`config.mk`:
```
export PLATFORM = sky130hd
export DESIGN_NAME = cordic_comp
export DESIGN_NICKNAME = d
export VERILOG_FILES = /design/src/rtl/cordic_pkg.sv /design/src/rtl/cordic_atan_rom.sv /design/src/rtl/cordic_comp.sv
export SDC_FILE = /design/constraint.sdc
export NUM_CORES = 1
export LEC_CHECK = 0
export ABC_AREA = 1
export CAP_MARGIN = 20
export CORE_ASPECT_RATIO = 1.5
export CORE_MARGIN = 8
export CORE_UTILIZATION = 50
export DETAILED_ROUTE_END_ITERATION = 10
export GPL_TIMING_DRIVEN = 0
export PLACE_DENSITY_LB_ADDON = 0.25
export SETUP_SLACK_MARGIN = 0.1
export SYNTH_ARGS = -nofsm -noshare
export SYNTH_HDL_FRONTEND = slang
export SYNTH_SLANG_ARGS = --single-unit
export TNS_END_PERCENT = 10
```
`constraint.sdc`:
```
create_clock -name clk -period 5.1 [get_ports clk]
set_input_delay 0.765 -clock clk [delete_from_list [all_inputs] [get_ports clk]]
set_output_delay 0.765 -clock clk [all_outputs]
set_load 0.1 [all_outputs]
```
`src/rtl/cordic_pkg.sv`:
```
// Shared CORDIC angle-format constants and arctangent table generation.
// Latency: none (constants and elaboration-time functions only).
// Backpressure: not applicable.
package cordic_pkg;

    // Angles are Q2.F radians with F = width - 2.
    function automatic int angle_frac_bits(input int width);
        return width - 2;
    endfunction

    // round(atan(2^-i) * 2^frac), evaluated at elaboration time.
    // Uses pi/4 for i == 0 and the Taylor series for i >= 1, where |x| <= 0.5 converges quickly.
    function automatic int atan_entry(input int i, input int frac);
        real x;
        real term;
        real sum;
        real scale;
        if (i == 0) begin
            sum = 0.78539816339744831;
        end else begin
            x = 1.0;
            for (int k = 0; k < i; k++) x = x / 2.0;
            term = x;
            sum  = 0.0;
            for (int k = 0; k < 40; k++) begin
                if (k % 2 == 0) sum = sum + term / real'(2 * k + 1);
                else            sum = sum - term / real'(2 * k + 1);
                term = term * x * x;
            end
        end
        scale = 1.0;
        for (int k = 0; k < frac; k++) scale = scale * 2.0;
        return $rtoi(sum * scale + 0.5);
    endfunction

    localparam int ANGLE_FRAC_BITS_8 = 6;

    // Reference table for the 8-bit angle format.
    localparam int ATAN8 [0:7] = '{50, 30, 16, 8, 4, 2, 1, 0};

endpackage

```
`src/rtl/cordic_atan_rom.sv`:
```
// Combinational lookup of the micro-rotation angle atan(2^-iter) for the current iteration.
// Latency: 0 cycles (pure combinational).
// Backpressure: none; out-of-range iteration indices return 0.
module cordic_atan_rom
    import cordic_pkg::*;
#(
    parameter int BIT_WIDTH  = 8,
    parameter int ITERATIONS = BIT_WIDTH,
    parameter int IW         = $clog2(ITERATIONS + 1)
) (
    input  logic [IW-1:0]        iter,
    output logic [BIT_WIDTH-1:0] angle
);

    localparam int FRAC = angle_frac_bits(BIT_WIDTH);

    logic [BIT_WIDTH-1:0] table_q [0:ITERATIONS-1];

    for (genvar g = 0; g < ITERATIONS; g++) begin : g_tbl
        localparam int VAL = atan_entry(g, FRAC);
        assign table_q[g] = VAL[BIT_WIDTH-1:0];
    end

    // Select the table entry matching iter; anything past the table reads as zero.
    always_comb begin
        angle = '0;
        for (int i = 0; i < ITERATIONS; i++) begin
            if (iter == IW'(i)) angle = table_q[i];
        end
    end

endmodule

```
`src/rtl/cordic_comp.sv`:
```
// CORDIC rotation-mode z-path: loads an angle in reset, then one micro-rotation per clock toward zero.
// Latency: final residual ITERATIONS edges after the first edge with rst high; output is registered.
// Backpressure: none; free-running after reset release, holds the result until the next reset.
module cordic_comp
    import cordic_pkg::*;
#(
    parameter int BIT_WIDTH  = 8,
    parameter int ITERATIONS = BIT_WIDTH
) (
    input  logic [BIT_WIDTH-1:0] z_initial_in,
    input  logic                 rst,
    input  logic                 clk,
    output logic [BIT_WIDTH-1:0] z_out
);

    localparam int          IW        = $clog2(ITERATIONS + 1);
    localparam logic [IW-1:0] ITER_DONE = IW'(ITERATIONS);

    logic [BIT_WIDTH-1:0] z_current;
    logic [IW-1:0]        iter;
    logic [BIT_WIDTH-1:0] atan_val;

    cordic_atan_rom #(
        .BIT_WIDTH  (BIT_WIDTH),
        .ITERATIONS (ITERATIONS),
        .IW         (IW)
    ) u_rom (
        .iter  (iter),
        .angle (atan_val)
    );

    // Reload on reset; otherwise rotate against the residual's sign until all iterations are spent.
    // A zero residual counts as non-negative, so it subtracts.
    always_ff @(posedge clk) begin
        if (!rst) begin
            z_current <= z_initial_in;
            iter      <= '0;
        end else if (iter < ITER_DONE) begin
            if (z_current[BIT_WIDTH-1]) z_current <= z_current + atan_val;
            else                        z_current <= z_current - atan_val;
            iter <= iter + IW'(1);
        end
    end

    assign z_out = z_current;

endmodule

```
* After elaboration in Yosys (flattened, before gate mapping)
Index checks and enable logic that the tools add are counted.
** Storage, ports and cells
- Output and inout port bits :: 8
- Register bits after elaboration :: 12
** Operators by class
- Reductions and logical operators :: 1
- Add/subtract/negate cells :: 3
- Mux-type cells :: 11
- $lt $le $gt $ge :: 1
- Eq/ne operators :: 8
** Operator list (count)
- 6-bit two-way mux :: 8
- 8-bit two-way mux :: 3
- 4-bit by 3-bit == test with 1-bit output, second input constant :: 4
- 8-bit adder :: 1
- 4-bit by 2-bit == test with 1-bit output, second input constant :: 2
- 8-bit subtractor :: 1
- 4-bit by 1-bit adder with 4-bit output, second input constant :: 1
- 4-bit by 1-bit == test with 1-bit output, second input constant :: 1
- 4-bit logical NOT :: 1
- 4-bit < comparator, second input constant :: 1
- 2-bit by 1-bit != test with 1-bit output, second input constant :: 1

* Longest topological paths before layout
- Word-level depth :: 13
- Mapped depth :: 23

* Modules after synthesis
A second synthesis with hierarchy kept.
** Unflattened totals
- Cells, all modules :: 159
- Area total of the unflattened synthesis :: 1166.1 µm²
** By module, submodules not included
- cordic_comp :: times used 1, seq. area each 320.3 µm², cells each 135, area an instance 1062.3 µm²
- cordic_atan_rom :: times used 1, seq. area each 0.0 µm², cells each 24, area an instance 103.8 µm²

* Worst setup path before layout
OpenSTA, ideal clock, no wires.
- Path type :: register to register
- Start point :: register z_current[7] (netlist: z_out[7])
- End point :: register z_current[6] (netlist: z_out[6]), data pin
- Arrival time :: 2.528 ns
- Required time :: 4.846 ns
- Cell stages (with the launch flop) :: 12
- Slack :: 2.319 ns
- Cells stage by stage :: edfxtp_1 > inv_1 > o21ai_0 > fa_1 > nand3_1 > nand3_1 > nand2_1 > nand2_1 > a21oi_1 > or2_2 > nand3_1 > nand2_1
** On the way
- Cells in the longest elaborated chain, start to end :: 3
** Ends and longest elaborated chain
- start, declared :: line cordic_comp.sv:19 : logic [BIT_WIDTH-1:0] z_current;
- start signal, assigned :: line cordic_comp.sv:36 : z_current <= z_initial_in;
- start signal, assigned :: line cordic_comp.sv:39 : if (z_current[BIT_WIDTH-1]) z_current <= z_current + atan_val;
- start signal, assigned :: line cordic_comp.sv:40 : else z_current <= z_current - atan_val;
- 8-bit two-way mux :: line cordic_comp.sv:39
- 8-bit two-way mux :: line cordic_comp.sv:38 : end else if (iter < ITER_DONE) begin
- 8-bit two-way mux :: line cordic_comp.sv:35 : if (!rst) begin
No other way between the ends. The select of a mux whose other input is x is not followed.
A chain may end at the register's enable or synchronous reset.

* Final worst setup path
- Start point :: register iter[1]
- End point :: register z_current[7] (netlist: z_out[7]), data pin
** On the way
- Cells in the longest elaborated chain, start to end :: 13
- Elaborated cells on any way between the ends :: 21
- Those cells by class :: 2 x add/sub; 7 x eq/ne; 11 x mux; 1 x reduce/logical
** Ends and longest elaborated chain
- start, declared :: line cordic_comp.sv:20 : logic [IW-1:0] iter;
- start signal, assigned :: line cordic_comp.sv:41 : iter <= iter + IW'(1);
- 4-bit logical NOT :: line cordic_atan_rom.sv:28 : if (iter == IW'(i)) angle = table_q[i];
- 6-bit two-way mux (7 in a row) :: line cordic_atan_rom.sv:28
- 6-bit two-way mux (*) :: line cordic_atan_rom.sv:28
- 8-bit subtractor / 8-bit adder (equally long branches) :: line cordic_comp.sv:40, cordic_comp.sv:39
- 8-bit two-way mux (*) :: line cordic_comp.sv:39
- 8-bit two-way mux (*) :: line cordic_comp.sv:38
- 8-bit two-way mux (*) :: line cordic_comp.sv:35
Mark *: on every way between the ends. The rest lies on a longest branch, timed or not. The select of a mux whose other input is x is not followed.

==> impl_metrics.yaml <==
routing:
  drt-total-wl_um: 2531
  drtPass1Iterations: 5
  drt.antenna.violating_nets: 0
  vias: 1065
  drcViolationCount: 0
  via_per_inst: 5.325
  drt-initial-drc-count: 17
  wl_per_cell_um: 12.66
floorplan:
  die_area_sq_um: 4004
  core_sq_um: 2155
  die_w_um: 54.40
  start_util: 0.5134
  die_h_um: 73.61
  std_cell_rows: 21
  io_pins: 18
yosys:
  synthFlopType: "edfxtp_1"
  synth_most_common_cell: "nand2_1"
  syn_avg_cell_area_sq_um: 7.090
  synth_top_area_share: 0.2172
  async_flop_share: 0
  synth_edf_count: 8
  syn_nets: 180
  synth_cell_types: 24
  syn-cell-area_sq_um: 1106
  yosysSeqAreaShare: 0.2896
  yosysTopAreaCell: "edfxtp_1"
  synth_cells: 156
  ys_warn_count: 0
  synth_area_leaders: "edfxtp_1, nand2_1, ha_1"
  yosys-top-cells-count: "nand2_1, inv_1, nand3_1, ha_1, a21oi_1"
  ys_ff_latch: 12
cts:
  clk_latency_ns: 0.29
  cts_tree: "done"
  root_buffer: "clkbuf_4"
  ctsResizeCount: 0
  clock-sinks: 12
  path_clk_slew_ns: 0.10
  cts_buffers: 3
  postCtsHoldBufs: 0
  post_cts_buffers: 0
  cts_buffer_depth: 2
  htreeDepth: 1
sta:
  hold_viol: 0
  slew_viol_final: 0
  finalSetupViolCount: 0
  fmax_ghz: 0.3213
  rsz0062_at_grt: "no"
  finalCritPeriodShare: 0.6103
  max_slew.worst_pin.slew_ns: 0.9666
  post-route-min-period_ns: 3.113
  setup_tns_ns: 0
  clock_skew_ns: 0.01084
  slew_headroom: 0.3536
layout:
  antenna_cells: 0
  fillerInstances: 207
  area_growth_pct: 20.36
  fin_nets: 202
  drive_above_1_share: 0.08475
  utilization: 0.6179
  fin_cells: 200
  post-route-cell-area_sq_um: 1331
placed_design:
  gp_congestion: 0.8877
  placed_area_sq_um: 1305
  portBuffers: 17
  dpl.hpwl_um: 2040
  dp.cells: 196
worst_setup_path:
  crit_path_end_kind: "flop"
  cp.arrival_ns: 3.16
  crit_type: "reg -> reg"
  cp_max_fo: 5
  critPathRequiredTime_ns: 5.15
  start_kind: "flop"
grt:
  grt_pass1_vias: 1055
  antenna_found_initial: 0
  grt_first_pass_wirelength_um: 4250
  grt_max_degree: 11
  grt-ovfl-total: 0
  grt_util_all_layers: 0.1404
status:
  status: "complete, no violations"
power:
  p_per_area_nw_per_um2: 692.3
  ir_drop_mv: 0.3654
  power_leakage_nw: 0.6494
job:
  drv_cap: 0
min_path:
  hold_path.class: "reg -> reg"
==> kinds of logic after synthesis <==
group,after synthesis,share of synthesized area
adders and majority gates,14,0.1652
xor gates and xnor gates,3,0.03055
AOI/OAI and AO/OA,20,0.09615
DFF,12,0.2896
buffers and inverters,21,0.07125
and+or+nand+nor,86,0.3473
==> path summary, 6_finish.rpt <==
kind,depth (start not counted),slack [ns],to,from
worst max-delay path,22,1.99,z_out[7],iter[1]
worst min-delay path,2,0.53,iter[3],iter[1]
worst max register to register,22,1.99,z_out[7],iter[1]
worst min register to register,2,0.53,iter[3],iter[1]
==> worst max-delay path, stage by stage, from the launching register on <==
cell	delay, ns
dfxtp_1	0.39
inv_1	0.09
ha_1	0.23
nand2_1	0.13
nand2_1	0.06
nand3_1	0.10
nand2_2	0.08
nand2_4	0.08
ha_1	0.15
inv_1	0.05
a21oi_1	0.16
nand2_1	0.07
nand2_1	0.07
xor2_1	0.18
ha_1	0.31
nand2_1	0.09
nand2_1	0.06
nand3_1	0.07
nand2_1	0.05
a21oi_1	0.16
nand4_1	0.12
nand3_1	0.10
nand2_1	0.05
==> state kept, by name, indices dropped and copies added, names as in the netlist <==
name / flops
iter: 4
z_out: 8
==> through the flow <==
stage                     hold slack (ns)  total power [mW]  setup WS, ns
final                              0.5294            0.9216         1.987
after global routing               0.5632            0.9996         1.682
after CTS                          0.5307            0.9263         1.988
after detailed placement           0.5162            0.8556         1.995
after global placement             0.4975            0.8347         2.104
after floorplan                    0.4744            0.7092         2.319
==> report_power, final <==
group	total, mW	switching [mW]	internal [mW]
combinational	0.679	0.473	0.206
clock	0.0681	0.0396	0.0285
sequential	0.174	0.0271	0.147
==> cell type report <==
cell class	instances	area, sq um	share of cell area
clock buffers	3	22.52	0.01692
multi-input cells	123	706.9	0.5310
clock inverters	1	3.754	0.002820
inverters	20	75.07	0.05639
well taps	23	28.78	0.02162
flip-flops and latches	12	320.3	0.2406
plain buffers	1	3.754	0.002820
repair buffers	17	170.2	0.1278
==> layout by cell type, fill, tap and decap left out, types with 4 or more instances in the layout <==
| cell | n |
|---|---|
| nand2_2 | 4 |
| clkdlybuf4s50_1 | 17 |
| a21oi_1 | 10 |
| o21ai_0 | 7 |
| nand2_1 | 51 |
| edfxtp_1 | 8 |
| nor2_1 | 7 |
| dfxtp_1 | 4 |
| inv_1 | 18 |
| nand3_1 | 14 |
| ha_1 | 13 |
==> layer usage <==
metal / routed length (um) / part of all wire / up-vias / track usage
met1: 906 / 0.36 / 477 / 0.1343
met3: 129 / 0.051 / 12 / 0.02429
met2: 1377 / 0.54 / 21 / 0.2468
met5: 0 / 0 / - / 0
li1: - / - / 555 / -
met4: 117 / 0.046 / 0 / 0.1071
Note: power is estimated with default switching activity, not from simulation.
